### config.mk
export PLATFORM = sky130hd
export DESIGN_NAME = trg_sched
export DESIGN_NICKNAME = d
export VERILOG_FILES = /design/src/rtl/trg_sched.sv
export SDC_FILE = /design/constraint.sdc
export NUM_CORES = 1
export LEC_CHECK = 0
export ABC_CLOCK_PERIOD_IN_PS = 7010
export CAP_MARGIN = 15
export CORE_AREA = 3 3 124 126
export CTS_CLUSTER_DIAMETER = 100
export CTS_CLUSTER_SIZE = 10
export DETAILED_ROUTE_END_ITERATION = 6
export DIE_AREA = 0 0 127 129
export PLACE_DENSITY = 0.7
export SKIP_LAST_GASP = 1
export SLEW_MARGIN = 5
export SYNTH_ARGS = -nofsm -noshare
export SYNTH_HDL_FRONTEND = slang
export SYNTH_SLANG_ARGS = --single-unit
### constraint.sdc
create_clock -name clk_in -period 7.01 [get_ports clk_in]
set_input_delay 2.103 -clock clk_in [delete_from_list [all_inputs] [get_ports clk_in]]
set_output_delay 2.103 -clock clk_in [all_outputs]
set_load 0.05 [all_outputs]
### src/rtl/trg_sched.sv
// Trigger scheduler: prescales enabled group matches, issues a tagged trigger,
// then sequences dead time and busy release (with timeout), counting lost events.
module trg_sched #(
  parameter int          NGRP    = 5,
  parameter logic [23:0] TMO_CYC = 24'd15000,
  parameter int          CNT_W   = 16
) (
  input  logic              clk_in,
  input  logic              rst_in,
  input  logic              run_en_in,
  input  logic [NGRP-1:0]   grp_match_in,
  input  logic [NGRP-1:0]   grp_oe_in,
  input  logic [6*NGRP-1:0] grp_div_in,
  input  logic [1:0]        busy_in,
  input  logic [7:0]        dead_time_in,
  output logic              trg_out,
  output logic [NGRP-1:0]   trg_tag_out,
  output logic              busy_out,
  output logic [1:0]        state_out,
  output logic [CNT_W-1:0]  trg_cnt_out,
  output logic [CNT_W-1:0]  lost_cnt_out,
  output logic [CNT_W-1:0]  tmo_cnt_out
);

  typedef enum logic [1:0] {
    S_IDLE = 2'd0,
    S_TRIG = 2'd1,
    S_DEAD = 2'd2,
    S_WAIT = 2'd3
  } state_t;

  state_t                 state;
  logic [NGRP-1:0][5:0]   pc;
  logic [NGRP-1:0][5:0]   pc_nxt;
  logic [NGRP-1:0]        en;
  logic [NGRP-1:0]        pass;
  logic [7:0]             dcnt;
  logic [23:0]            tcnt;
  logic                   lost_hit;

  function automatic logic [5:0] div_eff(input logic [5:0] d);
    return (d == 6'd0) ? 6'd1 : d;
  endfunction

  function automatic logic [CNT_W-1:0] sat_inc(input logic [CNT_W-1:0] c);
    return (&c) ? c : c + 1'b1;
  endfunction

  // Prescaler decision: only advances while idle and running
  always_comb begin
    en     = grp_match_in & grp_oe_in;
    pass   = '0;
    pc_nxt = pc;
    for (int g = 0; g < NGRP; g++) begin
      if (!run_en_in) begin
        pc_nxt[g] = 6'd0;
      end else if (state == S_IDLE && en[g]) begin
        if (pc[g] >= div_eff(grp_div_in[6*g +: 6]) - 6'd1) begin
          pass[g]   = 1'b1;
          pc_nxt[g] = 6'd0;
        end else begin
          pc_nxt[g] = pc[g] + 6'd1;
        end
      end
    end
  end

  assign lost_hit  = (state != S_IDLE) && run_en_in && (|en);
  assign busy_out  = (state != S_IDLE) || !run_en_in;
  assign state_out = state;

  // Sequencer and statistics
  always_ff @(posedge clk_in or posedge rst_in) begin
    if (rst_in) begin
      state        <= S_IDLE;
      pc           <= '0;
      dcnt         <= 8'd0;
      tcnt         <= 24'd0;
      trg_out      <= 1'b0;
      trg_tag_out  <= '0;
      trg_cnt_out  <= '0;
      lost_cnt_out <= '0;
      tmo_cnt_out  <= '0;
    end else begin
      pc      <= pc_nxt;
      trg_out <= 1'b0;
      if (lost_hit) lost_cnt_out <= sat_inc(lost_cnt_out);
      case (state)
        S_IDLE: begin
          if (|pass) begin
            state       <= S_TRIG;
            trg_out     <= 1'b1;
            trg_tag_out <= pass;
          end
        end
        S_TRIG: begin
          trg_cnt_out <= sat_inc(trg_cnt_out);
          tcnt        <= 24'd0;
          if (dead_time_in == 8'd0) begin
            state <= S_WAIT;
          end else begin
            dcnt  <= dead_time_in;
            state <= S_DEAD;
          end
        end
        S_DEAD: begin
          dcnt <= dcnt - 8'd1;
          if (dcnt == 8'd1) begin
            state <= S_WAIT;
            tcnt  <= 24'd0;
          end
        end
        S_WAIT: begin
          if (busy_in == 2'b00) begin
            state <= S_IDLE;
          end else if (tcnt == TMO_CYC - 24'd1) begin
            state       <= S_IDLE;
            tmo_cnt_out <= sat_inc(tmo_cnt_out);
          end else begin
            tcnt <= tcnt + 24'd1;
          end
        end
        default: state <= S_IDLE;
      endcase
    end
  end

endmodule

==> results.toml <==
[grt]
overflow = 0
track_usage = 0.204
grt_start_max_net_pins = 67
grt_pass1_vias = 5861
grt_pass1_wl_um = 27500
antenna_found_initial = 0

[layout]
layout_common_cells = "dfrtp_1 (118), clkdlybuf4s50_1 (109), nand2_1 (82), nor2_1 (82), xnor2_1 (53)"
final_common_cell = "dfrtp_1"
fin_cells = 1069
area_growth_pct = 26.1
nNetsFinal = 978
drive_gt1_frac = 0.0520
diodes = 0

[logic_synthesis]
synth_xor_area_frac = 0.113
async_reset_ff_frac = 1.00
synthDistinctLibCells = 57
ys_ff_latch = 118
synth-edff-count = 0
synth_area_leaders = "dfrtp_1 (42%), ha_1 (8.8%), xnor2_1 (6.6%)"
ys_warn_count = 0
synth_area_um2 = 7080
synth_cells = 758
syn-num-nets = 861
synthSimpleGateAreaFrac = 0.227
ys.flop_type = "dfrtp_1"
ys_seq_area_frac = 0.417
synth.area.mux_share = 0.00477
yosys.area.top_type = "dfrtp_1"
avgSynthCellArea_um2 = 9.34
yosys.area.top_type_share = 0.417
synth_fa_ha_area_frac = 0.0883
synth_top_family_by_area = "simple AND/OR/NAND/NOR gates"
synth-compound-area-share = 0.125

[floorplanning]
dieArea_um2 = 16400
rows = 44
core_area_um2 = 14400
start_util = 0.491
die_width_um = 127
design.portCount = 110
die_h_um = 129

[cts]
tritoncts = "yes"
insertion_delay_ns = 0.41
cts_made_buffers = 17
cts_sinks = 118
cts_hold_buf = 0
clockBufferDepth = 2
ctsResizeCount = 0
clk_pin_slew_ns = 0.05
cts-root-buf = "clkbuf_16"
htree_levels = 4
post_cts_buffers = 0

[critical_path]
required_ns = 4.91
max_stage_delay_ns = 0.86
rr_startpoint = "state_out[0]"
worstSetupEndpointType = "output port"
path_common_cell = "clkdlybuf4s50_1"
cp_data_arrival_time_ns = 4.02
crit_chain = "clkdlybuf4s50_1 > buf_4 > and2_0 > inv_1 > clkdlybuf4s50_1"
cp_slowest_cell = "clkdlybuf4s50_1"
crit_family = "buffers and inverters"
setup.worst_path.start = "run_en_in"
criticalPathCategory = "input port to output port"
crit_fanout = 17
worst-path-buf-inv = 4
start_kind = "input port"

[placed_design]
place_ws_ns = 0.908
dpl.hpwl_um = 11900
dp.cells = 1040
globalplace.congestion = 0.825
port_buffers = 109

[routing]
ant_nets = 0
vias = 6034
finalWirelength_um = 16100
firstDrtPassIters = 5
drc = 0
routedWlPerCell_um = 15.1
first_iter_violations = 477
avgViaCountPerCell = 5.64

[pwr]
irDropWorstVdd_mv = 0.214
p_leak_nw = 3.83
p_total_w = 0.00177
power.density_nw_per_um2 = 198

[sta]
final.period_utilization = 0.873
slew_headroom = 0.299
finalSetupTns_ns = 0
worst_slew_pin_slew_ns = 1.04
post-route-min-period_ns = 6.12
clock_skew_ns = 0.0108
drv_slew = 0
setup_ws_ns = 0.890
hold_violations = 0
rsz0062_at_grt = "false"
fmax_mhz = 163
setup_viol = 0

[run_status]
status = "finished clean"

[worst_hold_path]
hold_path_startpoint = "tmo_cnt_out[13]"
hp-class = "register to register"

[job]
maxCapViolCount = 0
==> synthesized netlist by cell type, drive strengths merged, types with 6 or more instances <==
cell type  count
inv           31
ha            50
and2          12
nand3         39
o31ai          6
nand2         82
nand4         28
clkbuf        14
o21ai         23
dfrtp        118
nor4           7
o22a           7
and3          14
xnor2         53
xor2          38
a21oi         33
a21o           7
nand2b         9
or4            7
nor2          82
and4          11
nor3          17
a211oi        14
a2111oi        6
==> final timing paths <==
check	cells after the start	end	slack (ns)
setup / recovery	5	busy_out	0.89
hold / removal	1	tmo_cnt_out[13]	0.49
setup reg to reg	7	tcnt[22]	4.00
hold reg to reg	1	tmo_cnt_out[13]	0.49
max in group asynchronous	3	trg_cnt_out[3]	3.61
min in group asynchronous	2	tcnt[4]	2.14
==> per-stage QoR <==
stage / cell area, um^2 / util / hold slack [ns]
final: 8930 / 0.619 / 0.487
after detailed placement: 8380 / 0.581 / 0.482
after global placement: 8380 / 0.581 / 0.477
after CTS: 8930 / 0.619 / 0.492
after global routing: 8930 / 0.619 / 0.513
after floorplan: 7080 / - / 0.473
==> final cells by class <==
class                      count  area [um^2]
sequential                   118         2950
clock buffer                  25          505
timing repair buffer         114         1130
clock inverter                 4         45.0
inverter                      31          119
tap                          184          230
fill                        1239         5490
multi-input combinational    593         3950
==> logic make-up after synthesis <==
group,count (synthesis)
multiplexers,3
flip-flops,118
buffers and inverters,47
adder cells (fa/ha/maj),50
XOR/XNOR,91
AO/OA/AOI/OAI,127
AND/OR/NAND/NOR,322
==> per-layer routing <==
layer	track usage	vias up	share of wire
met5	0	-	0
met4	0.0833	0	0.017
met3	0.0444	25	0.052
met2	0.328	171	0.47
met1	0.271	2877	0.46
li1	-	2961	-
==> state kept, by name (all words and copies together), names as in the netlist <==
name	cells
tmo_cnt_out	16
trg_cnt_out	16
state_out	2
lost_cnt_out	16
trg_tag_out	5
trg_out	1
tcnt	24
dcnt	8
pc	30
==> worst register-to-register path, delay by kind of cell (launching register included) <==
| kind | cells | cell delay, ns |
|---|---|---|
| and+or+nand+nor | 2 | 1.11 |
| buffers and inverters | 2 | 0.45 |
| adders and majority gates | 1 | 0.45 |
| DFF | 1 | 0.44 |
| AOI/OAI and AO/OA | 2 | 0.41 |
==> power by group <==
group | total, W | internal, W | leakage, nW | switching, W
Clock | 0.000806 | 0.000526 | 0.275 | 0.000280
Combinational | 0.000238 | 0.0000952 | 2.08 | 0.000143
Sequential | 0.000726 | 0.000700 | 1.48 | 0.0000256
No activity file was read; power rests on OpenSTA's default activity.
